## src/rtl/div_iter.sv

```systemverilog
// Iterative radix-2 restoring divider: DIV/DIVU/REM/REMU, plus the RV64 W forms when XLEN=64.
// Latency: N+2 cycles from accept to valid_o (N=32 for word ops, else XLEN); 1 cycle for divide-by-zero/overflow.
// Backpressure: ready_o is high only in IDLE; start_i is ignored while busy; kill_i aborts and suppresses valid_o.
module div_iter #(
    parameter int XLEN  = 32,
    parameter int CNT_W = 7
) (
    input  logic            clk_i,
    input  logic            rst_n_i,
    input  logic            start_i,
    input  logic            kill_i,
    input  logic [1:0]      op_i,
    input  logic            op_w_i,
    input  logic [XLEN-1:0] rs1_i,
    input  logic [XLEN-1:0] rs2_i,
    output logic            ready_o,
    output logic            valid_o,
    output logic [XLEN-1:0] result_o
);

    typedef enum logic [1:0] {
        IDLE = 2'd0,
        CALC = 2'd1,
        FIX  = 2'd2,
        DONE = 2'd3
    } state_t;

    state_t            state_q, state_d;
    logic [CNT_W-1:0]  cnt_q, cnt_d;
    logic [XLEN:0]     rem_q, rem_d;      // partial remainder, one bit wider than the divisor
    logic [XLEN-1:0]   quo_q, quo_d;      // dividend shifts out of the top, quotient bits shift in
    logic [XLEN-1:0]   dvs_q, dvs_d;      // divisor magnitude
    logic              is_rem_q, is_rem_d;
    logic              word_q, word_d;
    logic              qneg_q, qneg_d;
    logic              rneg_q, rneg_d;
    logic [XLEN-1:0]   result_q, result_d;

    // Replicate bit 31 into the upper half; identity when XLEN=32.
    function automatic logic [XLEN-1:0] sext32(input logic [XLEN-1:0] v);
        logic [XLEN-1:0] r;
        r = v;
        for (int i = 32; i < XLEN; i++) begin
            r[i] = v[31];
        end
        return r;
    endfunction

    // Accept-side operand conditioning: effective operands, signs, magnitudes, special cases.
    logic              word_in;
    logic              sgn_in;
    logic [XLEN-1:0]   a_ext, b_ext, min_val;
    logic              a_neg, b_neg;
    logic [XLEN-1:0]   a_mag, b_mag, a_aln;
    logic              div_zero, ovf;
    logic [XLEN-1:0]   spec_res;
    logic [CNT_W-1:0]  n_in;

    // Operand extension and special-case detection, evaluated every cycle but used only on accept.
    always_comb begin
        word_in = (XLEN == 64) && op_w_i;
        sgn_in  = ~op_i[0];
        a_ext   = rs1_i;
        b_ext   = rs2_i;
        min_val = '0;
        if (word_in) begin
            for (int i = 32; i < XLEN; i++) begin
                a_ext[i]   = sgn_in & rs1_i[31];
                b_ext[i]   = sgn_in & rs2_i[31];
                min_val[i] = 1'b1;
            end
            min_val[31] = 1'b1;
        end else begin
            min_val[XLEN-1] = 1'b1;
        end
        a_neg = sgn_in & a_ext[XLEN-1];
        b_neg = sgn_in & b_ext[XLEN-1];
        // The most-negative value negates to itself, which is its correct unsigned magnitude.
        a_mag = a_neg ? (-a_ext) : a_ext;
        b_mag = b_neg ? (-b_ext) : b_ext;
        // Word dividends are left-aligned so that N=32 shift steps consume exactly their bits.
        a_aln = word_in ? (a_mag << (XLEN - 32)) : a_mag;
        n_in  = word_in ? CNT_W'(32) : CNT_W'(XLEN);

        div_zero = (b_ext == '0);
        ovf      = sgn_in && (b_ext == '1) && (a_ext == min_val);

        spec_res = '0;
        if (div_zero) begin
            spec_res = op_i[1] ? a_ext : '1;
        end else if (ovf) begin
            spec_res = op_i[1] ? '0 : a_ext;
        end
        if (word_in) begin
            spec_res = sext32(spec_res);
        end
    end

    // One restoring step and the final sign fix-up.
    logic [XLEN:0]     shifted;
    logic              ge;
    logic [XLEN-1:0]   fix_q, fix_r, fix_res;

    // Restoring step: shift in the next dividend bit, subtract the divisor if it fits.
    always_comb begin
        shifted = {rem_q[XLEN-1:0], quo_q[XLEN-1]};
        ge      = rem_q[XLEN] | (shifted >= {1'b0, dvs_q});
        fix_q   = qneg_q ? (-quo_q) : quo_q;
        fix_r   = rneg_q ? (-rem_q[XLEN-1:0]) : rem_q[XLEN-1:0];
        fix_res = is_rem_q ? fix_r : fix_q;
        if (word_q) begin
            fix_res = sext32(fix_res);
        end
    end

    // Next-state and datapath update; kill overrides everything else.
    always_comb begin
        state_d  = state_q;
        cnt_d    = cnt_q;
        rem_d    = rem_q;
        quo_d    = quo_q;
        dvs_d    = dvs_q;
        is_rem_d = is_rem_q;
        word_d   = word_q;
        qneg_d   = qneg_q;
        rneg_d   = rneg_q;
        result_d = result_q;

        if (kill_i) begin
            state_d = IDLE;
        end else begin
            unique case (state_q)
                IDLE: begin
                    if (start_i) begin
                        is_rem_d = op_i[1];
                        word_d   = word_in;
                        if (div_zero || ovf) begin
                            result_d = spec_res;
                            state_d  = DONE;
                        end else begin
                            rem_d   = '0;
                            quo_d   = a_aln;
                            dvs_d   = b_mag;
                            cnt_d   = n_in;
                            qneg_d  = a_neg ^ b_neg;
                            rneg_d  = a_neg;
                            state_d = CALC;
                        end
                    end
                end
                CALC: begin
                    rem_d = ge ? (shifted - {1'b0, dvs_q}) : shifted;
                    quo_d = {quo_q[XLEN-2:0], ge};
                    cnt_d = cnt_q - CNT_W'(1);
                    if (cnt_q == CNT_W'(1)) begin
                        state_d = FIX;
                    end
                end
                FIX: begin
                    result_d = fix_res;
                    state_d  = DONE;
                end
                DONE: begin
                    state_d = IDLE;
                end
                default: begin
                    state_d = IDLE;
                end
            endcase
        end
    end

    // State and datapath registers with asynchronous reset.
    always_ff @(posedge clk_i or negedge rst_n_i) begin
        if (!rst_n_i) begin
            state_q  <= IDLE;
            cnt_q    <= '0;
            rem_q    <= '0;
            quo_q    <= '0;
            dvs_q    <= '0;
            is_rem_q <= 1'b0;
            word_q   <= 1'b0;
            qneg_q   <= 1'b0;
            rneg_q   <= 1'b0;
            result_q <= '0;
        end else begin
            state_q  <= state_d;
            cnt_q    <= cnt_d;
            rem_q    <= rem_d;
            quo_q    <= quo_d;
            dvs_q    <= dvs_d;
            is_rem_q <= is_rem_d;
            word_q   <= word_d;
            qneg_q   <= qneg_d;
            rneg_q   <= rneg_d;
            result_q <= result_d;
        end
    end

    assign ready_o  = (state_q == IDLE);
    assign valid_o  = (state_q == DONE) && !kill_i;
    assign result_o = result_q;

endmodule

```

## config.mk

```make
export PLATFORM = sky130hd
export DESIGN_NAME = div_iter
export DESIGN_NICKNAME = d
export VERILOG_FILES = /design/src/rtl/div_iter.sv
export SDC_FILE = /design/constraint.sdc
export NUM_CORES = 1
export LEC_CHECK = 0
export ABC_AREA = 0
export BUFFER_PORTS_ARGS = -buffer_cell sky130_fd_sc_hd__buf_4
export CORE_MARGIN = 5
export CORE_UTILIZATION = 30
export DETAILED_ROUTE_END_ITERATION = 16
export GPL_ROUTABILITY_DRIVEN = 0
export PLACE_DENSITY = 0.45
export SLEW_MARGIN = 0
export SYNTH_ARGS = -nofsm -noshare
export SYNTH_HDL_FRONTEND = slang
export SYNTH_SLANG_ARGS = --single-unit
```

## constraint.sdc

```tcl
create_clock -name clk_i -period 7.8 [get_ports clk_i]
set_input_delay 0.39 -clock clk_i [delete_from_list [all_inputs] [get_ports clk_i]]
set_output_delay 0.39 -clock clk_i [all_outputs]
set_load 0.01 [all_outputs]
```

==> flow_results.xml, run 1 <==
<?xml version="1.0" encoding="UTF-8"?>
<metrics>
  <group name="clock_network">
    <metric name="cts_tree" unit="">yes</metric>
    <metric name="htree_levels" unit="">4</metric>
    <metric name="number_of_setup_buffers_added_after_cts" unit="">0</metric>
    <metric name="clkTransAtPathRegs" unit="ps">60</metric>
    <metric name="cts_root_buf" unit="">sky130_fd_sc_hd__clkbuf_16</metric>
    <metric name="cts_made_buffers" unit="">17</metric>
    <metric name="number_of_gates_resized_after_cts" unit="">0</metric>
    <metric name="clk-insertion-delay-late" unit="ps">440</metric>
    <metric name="holdBufCountCts" unit="">0</metric>
    <metric name="number_of_sinks_driven_by_the_clock_tree" unit="">141</metric>
    <metric name="ctsLongestPathBuffers" unit="">2</metric>
  </group>
  <group name="synth">
    <metric name="postSynth.topFlopCell" unit="">sky130_fd_sc_hd__dfrtp_1</metric>
    <metric name="synth.avg_cell_area" unit="um2">8.20</metric>
    <metric name="synth_enable_flop_cells" unit="">0</metric>
    <metric name="ys_ff_latch" unit="">141</metric>
    <metric name="asyncSetResetFlopFracSynth" unit="%">100</metric>
    <metric name="synth-warning-count" unit="">0</metric>
    <metric name="synth_cell_type_count" unit="">67</metric>
    <metric name="syn_nets" unit="">1478</metric>
    <metric name="seq_area_frac_synth" unit="%">31.6</metric>
    <metric name="mappedNetlistArea" unit="um2">11200</metric>
    <metric name="synth_cells" unit="">1363</metric>
  </group>
  <group name="setup_path">
    <metric name="r2r_end" unit="">rem_q[30]$_DFFE_PN0P_</metric>
    <metric name="r2r_setup_slk" unit="ps">3980</metric>
    <metric name="worst_ep_required_time" unit="ps">8120</metric>
    <metric name="cells_on_worst_reg2reg_path" unit="">13</metric>
    <metric name="timing.setup.critical_path_class" unit="">input port to flop</metric>
    <metric name="worstPathCellList" unit="">buf_4 -&gt; nor4_1 -&gt; nand4_1 -&gt; nand3b_1 -&gt; o31a_1 -&gt; a21oi_4 -&gt; buf_4 -&gt; nor3_1 -&gt; a21o_1 -&gt; a22o_1</metric>
    <metric name="regToRegStartpoint" unit="">quo_q[31]$_DFFE_PN0P_</metric>
    <metric name="crit_cells" unit="">10</metric>
    <metric name="setup.worst_path.end" unit="">cnt_q[6]$_DFFE_PN0P_</metric>
    <metric name="cp_slowest_cell" unit="">sky130_fd_sc_hd__nor4_1</metric>
    <metric name="crit_arrival" unit="ps">4520</metric>
    <metric name="critical_path.startpoint_type" unit="">input port</metric>
    <metric name="cp_common_cell" unit="">sky130_fd_sc_hd__buf_4</metric>
    <metric name="path_delay_family" unit="">simple AND/OR/NAND/NOR gates</metric>
    <metric name="critPathCaptureType" unit="">flop</metric>
    <metric name="critPathLaunch" unit="">rs1_i[4]</metric>
    <metric name="critical_path.n_buffers_inverters" unit="">2</metric>
    <metric name="critical_path_peak_fanout" unit="">37</metric>
    <metric name="max_stage_delay" unit="ps">790</metric>
  </group>
  <group name="sta">
    <metric name="setup_total_negative_slack" unit="ps">0</metric>
    <metric name="max_freq" unit="MHz">238</metric>
    <metric name="final-hold-violation-count" unit="">12</metric>
    <metric name="worst_max_slew_margin_expressed_relative_to_the_limit" unit="%">35.1</metric>
    <metric name="unrepaired_setup_endpoints_after_global_routing" unit="">false</metric>
    <metric name="timing.final.max_slew_violations" unit="">0</metric>
    <metric name="post-route-min-period" unit="ps">4200</metric>
    <metric name="min_period_over_period" unit="%">53.9</metric>
    <metric name="whs" unit="ps">-54.0</metric>
    <metric name="setup_viol_count_final" unit="">0</metric>
    <metric name="setup_slack" unit="ps">3600</metric>
    <metric name="worstMarginPinSlew" unit="ps">973</metric>
    <metric name="worst_clock_skew" unit="ps">13.1</metric>
  </group>
  <group name="grt">
    <metric name="grt-ovfl-total" unit="">0</metric>
    <metric name="grt_start_max_net_pins" unit="">74</metric>
    <metric name="grt_util_all_layers" unit="%">17.3</metric>
    <metric name="first_global_vias" unit="">10100</metric>
    <metric name="grt_pass1_wl" unit="um">57200</metric>
    <metric name="initial_antenna_violation_count" unit="">0</metric>
  </group>
  <group name="finish">
    <metric name="most_common_library_cell_in_the_layout_ignoring_fill_and_taps" unit="">sky130_fd_sc_hd__nand2_1</metric>
    <metric name="fillerInstances" unit="">3831</metric>
    <metric name="layoutNonFillerInstCount" unit="">1896</metric>
    <metric name="register_area" unit="um2">3530</metric>
    <metric name="final_nets" unit="">1531</metric>
    <metric name="layout_common_cells" unit="">sky130_fd_sc_hd__nand2_1, sky130_fd_sc_hd__dfrtp_1, sky130_fd_sc_hd__o21ai_0, sky130_fd_sc_hd__buf_4, sky130_fd_sc_hd__a21oi_1</metric>
    <metric name="drive_above_1_share" unit="%">14.0</metric>
    <metric name="syn_to_final_growth" unit="%">15.8</metric>
    <metric name="utilization" unit="%">35.3</metric>
    <metric name="multi_input_area" unit="um2">7100</metric>
    <metric name="antenna-diode-count" unit="">0</metric>
  </group>
  <group name="outcome">
    <metric name="violations" unit="">hold timing</metric>
    <metric name="outcome" unit="">finished, violations left</metric>
  </group>
  <group name="placed_design">
    <metric name="place_hpwl" unit="um">26800</metric>
    <metric name="number_of_i_o_port_buffers" unit="">103</metric>
    <metric name="number_of_placed_instances_taps_included" unit="">1865</metric>
    <metric name="place_worst_setup_slack" unit="ps">3140</metric>
  </group>
  <group name="floorplan">
    <metric name="die_area" unit="um2">41200</metric>
    <metric name="die_y" unit="um">203</metric>
    <metric name="num_io_pins" unit="">105</metric>
    <metric name="core.rowCount" unit="">70</metric>
    <metric name="coreArea" unit="um2">36700</metric>
    <metric name="die-width" unit="um">203</metric>
    <metric name="initial_core_util" unit="%">30.5</metric>
  </group>
  <group name="routing">
    <metric name="detail-route-antenna-nets" unit="">0</metric>
    <metric name="detail_route.iter0.violations" unit="">565</metric>
    <metric name="avgViaCountPerCell" unit="">5.36</metric>
    <metric name="drt_pre_antenna_iters" unit="">5</metric>
    <metric name="wl_per_cell" unit="um">18.9</metric>
    <metric name="routed-via-count" unit="">10200</metric>
    <metric name="drc" unit="">0</metric>
    <metric name="wirelength" unit="um">35800</metric>
  </group>
  <group name="power">
    <metric name="power_leakage" unit="nW">5.49</metric>
    <metric name="power_density" unit="nW/um2">306</metric>
    <metric name="max-vdd-ir-drop" unit="V">0.000136</metric>
  </group>
  <group name="job">
    <metric name="timing.max_cap.violations" unit="">0</metric>
  </group>
  <group name="hold_path">
    <metric name="hp-class" unit="">input port to async pin</metric>
  </group>
</metrics>
==> layer usage <==
metal | track usage (%) | vias to the layer above | wire length [um]
met5 | 0 | - | 0
met4 | 4.91 | 0 | 713
met3 | 2.00 | 40 | 1100
met1 | 25.0 | 4857 | 18000
li1 | - | 5053 | -
met2 | 27.3 | 204 | 16000
==> flip-flops by register name, indices dropped and copies added, names as in the netlist <==
name      flops
rem_q        33
dvs_q        32
quo_q        32
result_o     32
cnt_q         7
state_q       2
is_rem_q      1
qneg_q        1
rneg_q        1
==> synthesized netlist by cell type, types with 7 or more instances <==
cell type                  instances  area [um2]
sky130_fd_sc_hd__nor2_1           88         330
sky130_fd_sc_hd__nor2b_1           7        43.8
sky130_fd_sc_hd__o21ai_1          16        80.1
sky130_fd_sc_hd__a211oi_1          9        67.6
sky130_fd_sc_hd__mux2i_1          19         190
sky130_fd_sc_hd__a21oi_1         110         551
sky130_fd_sc_hd__a21o_1           29         218
sky130_fd_sc_hd__o31ai_1          33         248
sky130_fd_sc_hd__buf_2             8        40.0
sky130_fd_sc_hd__o21bai_1          7        52.6
sky130_fd_sc_hd__a211oi_2         16         200
sky130_fd_sc_hd__o21ai_0         134         671
sky130_fd_sc_hd__a22oi_1          25         188
sky130_fd_sc_hd__o31ai_2           9         113
sky130_fd_sc_hd__xor2_1           55         482
sky130_fd_sc_hd__inv_1            61         229
sky130_fd_sc_hd__xnor2_1          96         841
sky130_fd_sc_hd__or4_1            15         113
sky130_fd_sc_hd__nor3_1           24         120
sky130_fd_sc_hd__nand2_1         151         567
sky130_fd_sc_hd__nand3_1          13        65.1
sky130_fd_sc_hd__dfrtp_1         141        3530
sky130_fd_sc_hd__nor4_1           24         150
sky130_fd_sc_hd__clkbuf_1         60         225
sky130_fd_sc_hd__nand4_1          26         163
sky130_fd_sc_hd__o41ai_1          13         114
sky130_fd_sc_hd__ha_1             43         538
sky130_fd_sc_hd__nand2b_1          9        56.3
sky130_fd_sc_hd__or3_1            10        62.6
sky130_fd_sc_hd__a31oi_1          11        68.8
sky130_fd_sc_hd__o22ai_1          17         106
==> power breakdown <==
| part | total (W) | switching, W | internal (W) |
|---|---|---|---|
| combinational | 0.00182 | 0.00107 | 0.000753 |
| clock | 0.000905 | 0.000346 | 0.000560 |
| sequential | 0.00123 | 0.000252 | 0.000981 |
==> area by class of cell <==
| cell class | count | share of cell area [%] |
|---|---|---|
| Clock buffer | 21 | 3.63 |
| Clock inverter | 10 | 1.26 |
| Inverter | 61 | 1.77 |
| Multi-Input combinational cell | 1079 | 54.8 |
| Sequential cell | 141 | 27.2 |
| Tap cell | 468 | 4.52 |
| Timing Repair Buffer | 116 | 6.75 |
==> cell families after synthesis <==
group / after synthesis / synth area share, %
simple gates: 394 / 16.9
compound gates: 465 / 27.1
xor+xnor: 151 / 11.8
buf+inv: 143 / 5.41
flops: 141 / 31.6
fa+ha+maj: 44 / 4.99
mux: 25 / 2.31
==> worst min path at each step <==
stage / endpoint / slack [ps] / cells after the start
2_1_floorplan: cnt_q[0]$_DFFE_PN0P_ / 90 / 0
3_3_place_gp: result_o[17]$_DFFE_PN0P_ / 460 / 1
3_5_place_dp: result_o[17]$_DFFE_PN0P_ / 470 / 1
4_1_cts: result_o[1]$_DFFE_PN0P_ / 20 / 1
5_1_grt: result_o[10]$_DFFE_PN0P_ / 40 / 1
6_report: result_o[10]$_DFFE_PN0P_ / -50 / 1
==> per-stage QoR <==
step	hold WS [ps]	area [um2]	power [W]
after global placement	462	12300	0.00306
after global routing	38.8	12900	0.00428
final	-54.0	12900	0.00396
after floorplan	94.4	11200	0.00249
after detailed placement	467	12300	0.00307
after CTS	15.9	12900	0.00399
No activity file was read; power rests on OpenSTA's default activity.
==> inputs of run 2 (changes only) <==
ABC_AREA = 1   (was 0)
clock period = 4.1 ns   (was 7.8 ns; I/O delays follow)
==> run 2 against run 1 <==
  * The run now ends clean
  * Clock power grew 79%
  * Clock skew shrank 0.84 ps
  * Design area grew 16%
  * Wire length grew 46%
  * Die area grew 16%
  * Core utilization shrank 0.45 points
  * Synthesized area grew 17%
  * Non-clock buffer count grew 7
  * Largest cell class unchanged
==> flow_results.xml, run 2 <==
<?xml version="1.0" encoding="UTF-8"?>
<metrics>
  <group name="grt">
    <metric name="grt-ovfl-total" unit="">0</metric>
    <metric name="first_global_vias" unit="">13500</metric>
    <metric name="initial_antenna_violation_count" unit="">1</metric>
    <metric name="grt_pass1_wl" unit="um">81100</metric>
    <metric name="grt_start_max_net_pins" unit="">86</metric>
    <metric name="grt_util_all_layers" unit="%">22.1</metric>
  </group>
  <group name="hold_path">
    <metric name="hp-class" unit="">input port to flop</metric>
    <metric name="worstHoldPathCells" unit="">3</metric>
    <metric name="hold_start" unit="">op_i[0]</metric>
    <metric name="holdPathEnd" unit="">dvs_q[31]$_DFFE_PN0P_</metric>
  </group>
  <group name="setup_path">
    <metric name="worstPathCellList" unit="">inv_1 -&gt; ha_1 -&gt; buf_4 -&gt; clkinv_1 -&gt; nand3_1 -&gt; o21ai_0 -&gt; nand2_1 -&gt; o21ai_0</metric>
    <metric name="cells_on_worst_reg2reg_path" unit="">8</metric>
    <metric name="r2r_setup_slk" unit="ps">1280</metric>
    <metric name="regToRegStartpoint" unit="">state_q[1]$_DFFE_PN0P_</metric>
    <metric name="path_delay_family" unit="">buffers and inverters</metric>
    <metric name="critical_path.startpoint_type" unit="">flop</metric>
    <metric name="r2r_end" unit="">quo_q[27]$_DFFE_PN0P_</metric>
    <metric name="critical_path_peak_fanout" unit="">46</metric>
    <metric name="worst_ep_required_time" unit="ps">4430</metric>
    <metric name="critical_path.n_buffers_inverters" unit="">3</metric>
    <metric name="max_stage_delay" unit="ps">810</metric>
    <metric name="timing.setup.critical_path_class" unit="">flop to flop</metric>
    <metric name="cp_common_cell" unit="">sky130_fd_sc_hd__o21ai_0</metric>
    <metric name="cp_slowest_cell" unit="">sky130_fd_sc_hd__clkinv_1</metric>
    <metric name="crit_arrival" unit="ps">3150</metric>
    <metric name="critPathCaptureType" unit="">flop</metric>
  </group>
  <group name="power">
    <metric name="p_clk_share" unit="%">13.0</metric>
    <metric name="power_density" unit="nW/um2">835</metric>
    <metric name="cell_internal_pwr" unit="W">0.00551</metric>
    <metric name="fraction_of_power_spent_switching_nets" unit="%">55.9</metric>
    <metric name="pwr-share-comb" unit="%">65.9</metric>
    <metric name="power.share.sequential" unit="%">21.2</metric>
    <metric name="power_switching" unit="W">0.00699</metric>
    <metric name="max-vdd-ir-drop" unit="V">0.000380</metric>
    <metric name="totalPowerFinal" unit="W">0.0125</metric>
    <metric name="power_leakage" unit="nW">7.65</metric>
  </group>
  <group name="floorplan">
    <metric name="die_area" unit="um2">47700</metric>
    <metric name="num_io_pins" unit="">105</metric>
    <metric name="die_y" unit="um">218</metric>
    <metric name="core.rowCount" unit="">76</metric>
    <metric name="die-width" unit="um">218</metric>
    <metric name="coreArea" unit="um2">43000</metric>
    <metric name="initial_core_util" unit="%">30.3</metric>
  </group>
  <group name="finish">
    <metric name="utilization" unit="%">34.8</metric>
    <metric name="register_area" unit="um2">3530</metric>
    <metric name="drive_above_1_share" unit="%">8.11</metric>
    <metric name="fillerInstances" unit="">4892</metric>
    <metric name="largest_register_ffs" unit="">33</metric>
    <metric name="largest-register" unit="">rem_q</metric>
    <metric name="layout_common_cells" unit="">sky130_fd_sc_hd__nand2_1, sky130_fd_sc_hd__nand3_1, sky130_fd_sc_hd__inv_1, sky130_fd_sc_hd__nor2_1, sky130_fd_sc_hd__o21ai_0</metric>
    <metric name="multi_input_area" unit="um2">8200</metric>
    <metric name="final_nets" unit="">2371</metric>
    <metric name="syn_to_final_growth" unit="%">14.9</metric>
    <metric name="most_common_library_cell_in_the_layout_ignoring_fill_and_taps" unit="">sky130_fd_sc_hd__nand2_1</metric>
  </group>
  <group name="routing">
    <metric name="wl_per_cell" unit="um">18.3</metric>
    <metric name="routed-via-count" unit="">14200</metric>
    <metric name="drt_pre_antenna_iters" unit="">5</metric>
    <metric name="avgViaCountPerCell" unit="">4.98</metric>
    <metric name="detail_route.iter0.violations" unit="">1297</metric>
    <metric name="wirelength" unit="um">52400</metric>
    <metric name="drc" unit="">0</metric>
    <metric name="detail-route-antenna-nets" unit="">0</metric>
  </group>
  <group name="synth">
    <metric name="ys_ff_latch" unit="">141</metric>
    <metric name="synth-warning-count" unit="">0</metric>
    <metric name="synthMostInstantiatedCell" unit="">sky130_fd_sc_hd__nand2_1</metric>
    <metric name="syn_nets" unit="">2297</metric>
    <metric name="yosys-top-cells-area" unit="">sky130_fd_sc_hd__dfrtp_1, sky130_fd_sc_hd__nand2_1, sky130_fd_sc_hd__nand3_1</metric>
    <metric name="mappedNetlistArea" unit="um2">13000</metric>
    <metric name="postSynth.topFlopCell" unit="">sky130_fd_sc_hd__dfrtp_1</metric>
    <metric name="netlist_top_cells_count" unit="">sky130_fd_sc_hd__nand2_1, sky130_fd_sc_hd__nand3_1, sky130_fd_sc_hd__inv_1</metric>
    <metric name="synth.avg_cell_area" unit="um2">5.97</metric>
    <metric name="netlist.area_leader.share" unit="%">27.1</metric>
    <metric name="synth_cell_type_count" unit="">46</metric>
    <metric name="seq_area_frac_synth" unit="%">27.1</metric>
    <metric name="asyncSetResetFlopFracSynth" unit="%">100</metric>
    <metric name="synth_cells" unit="">2182</metric>
    <metric name="netlist.top_cell.by_area" unit="">sky130_fd_sc_hd__dfrtp_1</metric>
    <metric name="synth_enable_flop_cells" unit="">0</metric>
  </group>
  <group name="sta">
    <metric name="worstMarginPinSlew" unit="ps">1190</metric>
    <metric name="worst_clock_skew" unit="ps">12.3</metric>
    <metric name="unrepaired_setup_endpoints_after_global_routing" unit="">false</metric>
    <metric name="max_freq" unit="MHz">355</metric>
    <metric name="setup_total_negative_slack" unit="ps">0</metric>
    <metric name="worst_max_slew_margin_expressed_relative_to_the_limit" unit="%">20.8</metric>
    <metric name="post-route-min-period" unit="ps">2820</metric>
    <metric name="min_period_over_period" unit="%">68.7</metric>
    <metric name="timing.final.max_slew_violations" unit="">0</metric>
    <metric name="final-hold-violation-count" unit="">0</metric>
    <metric name="setup_viol_count_final" unit="">0</metric>
  </group>
  <group name="job">
    <metric name="timing.max_cap.violations" unit="">0</metric>
  </group>
  <group name="clock_network">
    <metric name="clkTransAtPathRegs" unit="ps">70</metric>
    <metric name="number_of_gates_resized_after_cts" unit="">0</metric>
    <metric name="number_of_sinks_driven_by_the_clock_tree" unit="">141</metric>
    <metric name="ctsLongestPathBuffers" unit="">2</metric>
    <metric name="holdBufCountCts" unit="">3</metric>
    <metric name="htree_levels" unit="">4</metric>
    <metric name="cts_tree" unit="">yes</metric>
    <metric name="cts_made_buffers" unit="">17</metric>
    <metric name="clk-insertion-delay-late" unit="ps">460</metric>
    <metric name="cts_root_buf" unit="">sky130_fd_sc_hd__clkbuf_16</metric>
    <metric name="number_of_setup_buffers_added_after_cts" unit="">0</metric>
  </group>
  <group name="placed_design">
    <metric name="place_hpwl" unit="um">42000</metric>
    <metric name="number_of_i_o_port_buffers" unit="">103</metric>
  </group>
  <group name="outcome">
    <metric name="outcome" unit="">completed</metric>
  </group>
</metrics>
## run 2: changes by cell type after synthesis, sizes merged, moves of 26 or more
| cell | delta |
|---|---|
| o31ai | -39 |
| inv | +196 |
| a22oi | -27 |
| xnor2 | -73 |
| a21oi | -51 |
| a21o | -26 |
| nor2 | +152 |
| o21ai | +60 |
| nand2 | +574 |
| nand3 | +256 |
## run 2: kinds of logic after synthesis
group	share of synthesized area, %
simple gates	42.0
flops	27.1
compound gates	12.2
buf+inv	10.0
fa+ha+maj	4.28
xor+xnor	4.44
## run 2: cell type report
cell class / instances / share of cell area [%]
multi-input cells: 1713 / 54.7
flip-flops and latches: 141 / 23.6
inverters: 260 / 6.53
repair buffers: 123 / 6.33
well taps: 585 / 4.89
clock buffers: 18 / 2.87
clock inverters: 14 / 1.07
diodes: 1 / 0.0167
## run 2: worst max-delay path by stage
stage                                start                     to  cells after the start
floorplan             rem_q[7]$_DFFE_PN0P_  rem_q[13]$_DFFE_PN0P_                     12
global placement                  rs1_i[0]   quo_q[0]$_DFFE_PN0P_                     16
detailed placement                rs1_i[0]   quo_q[0]$_DFFE_PN0P_                     16
CTS                   rem_q[7]$_DFFE_PN0P_   rem_q[1]$_DFFE_PN0P_                     13
global route          rem_q[7]$_DFFE_PN0P_   rem_q[1]$_DFFE_PN0P_                     13
finish              state_q[1]$_DFFE_PN0P_  quo_q[27]$_DFFE_PN0P_                      8
## run 2: power groups by stage
stage,registers [W],logic (W),clock network [W]
floorplan,0.00239,0.00588,0
global placement,0.00266,0.00813,0
detailed placement,0.00266,0.00816,0
CTS,0.00264,0.00820,0.00167
global route,0.00272,0.00937,0.00171
finish,0.00265,0.00824,0.00162
## run 2: per-layer routing
| metal | GRT usage [%] | part of all wire (%) | up-vias |
|---|---|---|---|
| met3 | 3.86 | 5.6 | 44 |
| met1 | 33.1 | 50 | 6631 |
| met4 | 5.51 | 1.8 | 0 |
| met2 | 32.8 | 43 | 385 |
| met5 | 0 | 0 | - |
| li1 | - | - | 7163 |
## run 2: tightest hold or removal path, delay by kind of cell
family / cells / cell delay, ps
AO/OA/AOI/OAI: 2 / 160
buffers and inverters: 1 / 120
## run 2: stage by stage
step	setup slack [ps]	area (um2)	cells	hold WS [ps]
global placement	1190	14400	2819	343
CTS	1320	15000	2854	39.4
detailed placement	1150	14400	2819	352
finish	1280	15000	2855	72.6
floorplan	1950	13000	2182	-90.6
global route	996	15000	2854	61.3
==> inputs of run 3 (changes only) <==
ABC_AREA = 0   (was 1)
clock period = 2.63 ns   (was 4.1 ns; I/O delays follow)
==> run 3 against run 2 <==
  * The flow now finishes with violations (setup timing)
  * Cell count shrank 20%
  * Die area shrank 14%
  * Worst setup slack lost 1500 ps
  * Worst hold slack lost 62 ps
  * Global-route usage shrank 2.5 points
  * Combinational power grew 4.7%
  * Clock power grew 52%
  * Register-to-register slack lost 1500 ps
  * Critical endpoint is now result_o[26]$_DFFE_PN0P_
  * Highest routed layer unchanged
==> flow_results.xml, run 3 (synthesis gave the netlist of run 1 again) <==
<?xml version="1.0" encoding="UTF-8"?>
<metrics>
  <group name="grt">
    <metric name="initial_antenna_violation_count" unit="">0</metric>
    <metric name="first_global_vias" unit="">11700</metric>
    <metric name="grt_util_all_layers" unit="%">19.5</metric>
    <metric name="grt-ovfl-total" unit="">0</metric>
    <metric name="grt_pass1_wl" unit="um">64700</metric>
    <metric name="grt_start_max_net_pins" unit="">79</metric>
  </group>
  <group name="placed_design">
    <metric name="place_worst_setup_slack" unit="ps">-696</metric>
    <metric name="number_of_i_o_port_buffers" unit="">103</metric>
    <metric name="place_hpwl" unit="um">31300</metric>
  </group>
  <group name="setup_path">
    <metric name="cp_slowest_cell" unit="">sky130_fd_sc_hd__or4_4</metric>
    <metric name="timing.setup.critical_path_class" unit="">flop to flop</metric>
    <metric name="max_stage_delay" unit="ps">550</metric>
    <metric name="critical_path.startpoint_type" unit="">flop</metric>
    <metric name="critPathCaptureType" unit="">flop</metric>
    <metric name="crit_arrival" unit="ps">3230</metric>
    <metric name="cp_common_cell" unit="">sky130_fd_sc_hd__or4_4</metric>
    <metric name="path_delay_family" unit="">simple AND/OR/NAND/NOR gates</metric>
    <metric name="critical_path_peak_fanout" unit="">5</metric>
    <metric name="worst_ep_required_time" unit="ps">2970</metric>
    <metric name="critical_path.n_buffers_inverters" unit="">0</metric>
    <metric name="worstPathCellList" unit="">or4_4 -&gt; or3_4 -&gt; or4_4 -&gt; o41ai_4 -&gt; xnor2_2 -&gt; mux2i_1 -&gt; a211oi_2 -&gt; a21o_1</metric>
  </group>
  <group name="routing">
    <metric name="wirelength" unit="um">41700</metric>
    <metric name="drt_pre_antenna_iters" unit="">5</metric>
    <metric name="routed-via-count" unit="">11700</metric>
    <metric name="detail_route.iter0.violations" unit="">622</metric>
    <metric name="avgViaCountPerCell" unit="">5.15</metric>
    <metric name="wl_per_cell" unit="um">18.3</metric>
    <metric name="detail-route-antenna-nets" unit="">0</metric>
    <metric name="drc" unit="">0</metric>
  </group>
  <group name="finish">
    <metric name="layout_common_cells" unit="">sky130_fd_sc_hd__buf_4, sky130_fd_sc_hd__nand2_1, sky130_fd_sc_hd__dfrtp_1, sky130_fd_sc_hd__a21oi_1, sky130_fd_sc_hd__o21ai_0</metric>
    <metric name="syn_to_final_growth" unit="%">55.0</metric>
    <metric name="antenna-diode-count" unit="">0</metric>
    <metric name="final_nets" unit="">1904</metric>
    <metric name="largest-register" unit="">rem_q</metric>
    <metric name="register_area" unit="um2">3540</metric>
    <metric name="utilization" unit="%">47.2</metric>
    <metric name="multi_input_area" unit="um2">8260</metric>
    <metric name="most_common_library_cell_in_the_layout_ignoring_fill_and_taps" unit="">sky130_fd_sc_hd__buf_4</metric>
    <metric name="fillerInstances" unit="">3566</metric>
    <metric name="drive_above_1_share" unit="%">41.5</metric>
    <metric name="largest_register_ffs" unit="">33</metric>
  </group>
  <group name="clock_network">
    <metric name="cts_tree" unit="">yes</metric>
    <metric name="number_of_sinks_driven_by_the_clock_tree" unit="">141</metric>
    <metric name="clk-insertion-delay-late" unit="ps">450</metric>
    <metric name="htree_levels" unit="">4</metric>
    <metric name="cts_made_buffers" unit="">17</metric>
    <metric name="ctsLongestPathBuffers" unit="">2</metric>
    <metric name="clkTransAtPathRegs" unit="ps">70</metric>
    <metric name="cts_root_buf" unit="">sky130_fd_sc_hd__clkbuf_16</metric>
  </group>
  <group name="power">
    <metric name="power_leakage" unit="nW">7.70</metric>
    <metric name="max-vdd-ir-drop" unit="V">0.000456</metric>
    <metric name="totalPowerFinal" unit="W">0.0146</metric>
    <metric name="power_density" unit="nW/um2">845</metric>
  </group>
  <group name="sta">
    <metric name="setup_viol_count_final" unit="">30</metric>
    <metric name="max_freq" unit="MHz">346</metric>
    <metric name="timing.final.max_slew_violations" unit="">0</metric>
    <metric name="unrepaired_setup_endpoints_after_global_routing" unit="">true</metric>
    <metric name="final-hold-violation-count" unit="">0</metric>
    <metric name="worstMarginPinSlew" unit="ps">991</metric>
    <metric name="worst_clock_skew" unit="ps">17.8</metric>
    <metric name="setup_slack" unit="ps">-262</metric>
    <metric name="post-route-min-period" unit="ps">2890</metric>
    <metric name="min_period_over_period" unit="%">110</metric>
    <metric name="worst_max_slew_margin_expressed_relative_to_the_limit" unit="%">33.9</metric>
  </group>
  <group name="floorplan">
    <metric name="die_area" unit="um2">41200</metric>
    <metric name="core.rowCount" unit="">70</metric>
    <metric name="initial_core_util" unit="%">30.5</metric>
    <metric name="die-width" unit="um">203</metric>
    <metric name="coreArea" unit="um2">36700</metric>
    <metric name="die_y" unit="um">203</metric>
    <metric name="num_io_pins" unit="">105</metric>
  </group>
  <group name="outcome">
    <metric name="violations" unit="">setup timing</metric>
    <metric name="outcome" unit="">finished, violations left</metric>
  </group>
  <group name="hold_path">
    <metric name="hp-class" unit="">input port to flop</metric>
  </group>
  <group name="job">
    <metric name="timing.max_cap.violations" unit="">0</metric>
  </group>
</metrics>
==> run 3: cell types whose count changed in the layout (fill, tap and decap cells not counted), moves of 31 or more <==
cell	previous run	this run
sky130_fd_sc_hd__nand2_1	716	142
sky130_fd_sc_hd__nor2_1	234	75
sky130_fd_sc_hd__o21ai_0	183	90
sky130_fd_sc_hd__a21oi_1	59	90
sky130_fd_sc_hd__buf_6	1	35
sky130_fd_sc_hd__buf_4	118	422
sky130_fd_sc_hd__nand3_1	268	8
sky130_fd_sc_hd__inv_1	252	55
sky130_fd_sc_hd__xnor2_1	23	86
==> run 3: report_power, final <==
part | switching (W) | internal [W]
Sequential | 0.000644 | 0.00291
Clock | 0.00113 | 0.00134
Combinational | 0.00440 | 0.00423
Total | 0.00618 | 0.00847
==> run 3: timing repair <==
action                                  in CTS  in global routing
endpoints found under the hold margin       83                  0
hold buffers                                 8                  0
pin swaps                                   37                 96
buffers inserted                            21                 19
endpoints found under the setup margin     103                101
gates resized for setup                    110                177
cloned                                       2                  5
==> run 3: layer usage <==
layer	GRT usage, %	vias to the layer above	routed length (um)
li1	-	5804	-
met1	26.9	5606	19400
met2	32.9	254	20000
met3	2.36	37	1520
met4	4.67	0	735
met5	0	-	0
==> run 3: worst reg2reg max path: stages, from the launching register on <==
cell                       delay, ps
sky130_fd_sc_hd__dfrtp_2         470
sky130_fd_sc_hd__or4_4           550
sky130_fd_sc_hd__or3_4           430
sky130_fd_sc_hd__or4_4           460
sky130_fd_sc_hd__o41ai_4         280
sky130_fd_sc_hd__xnor2_2         120
sky130_fd_sc_hd__mux2i_1         210
sky130_fd_sc_hd__a211oi_2        100
sky130_fd_sc_hd__a21o_1          160
==> run 3: layout make-up <==
cell class	instances	area share, %
multi-input cells	1079	47.7
repair buffers	489	23.8
flip-flops and latches	141	20.4
well taps	468	3.38
clock buffers	17	2.46
inverters	61	1.32
clock inverters	15	0.910
==> run 3: stage by stage <==
| step | setup TNS, ps | std cells | hold slack (ps) | area, um2 |
|---|---|---|---|---|
| floorplan | -2330 | 1363 | -164 | 11300 |
| global placement | -77200 | 2185 | 248 | 14900 |
| detailed placement | -78060 | 2185 | 253 | 14900 |
| CTS | -1670 | 2247 | 0.686 | 16400 |
| global route | -6860 | 2270 | 19.6 | 17300 |
| finish | -2060 | 2270 | 10.6 | 17300 |
==> run 3: final timing paths <==
path | cells past startpoint | endpoint | start | slack (ps)
setup / recovery | 8 | result_o[26]$_DFFE_PN0P_ | rem_q[7]$_DFFE_PN0P_ | -260
hold / removal | 3 | quo_q[20]$_DFFE_PN0P_ | rs1_i[20] | 10
setup reg to reg | 8 | result_o[26]$_DFFE_PN0P_ | rem_q[7]$_DFFE_PN0P_ | -260
hold reg to reg | 2 | result_o[23]$_DFFE_PN0P_ | result_o[23]$_DFFE_PN0P_ | 480
max in group asynchronous | 3 | rem_q[19]$_DFFE_PN0P_ | rst_n_i | 1490
min in group asynchronous | 2 | result_o[10]$_DFFE_PN0P_ | rst_n_i | 310
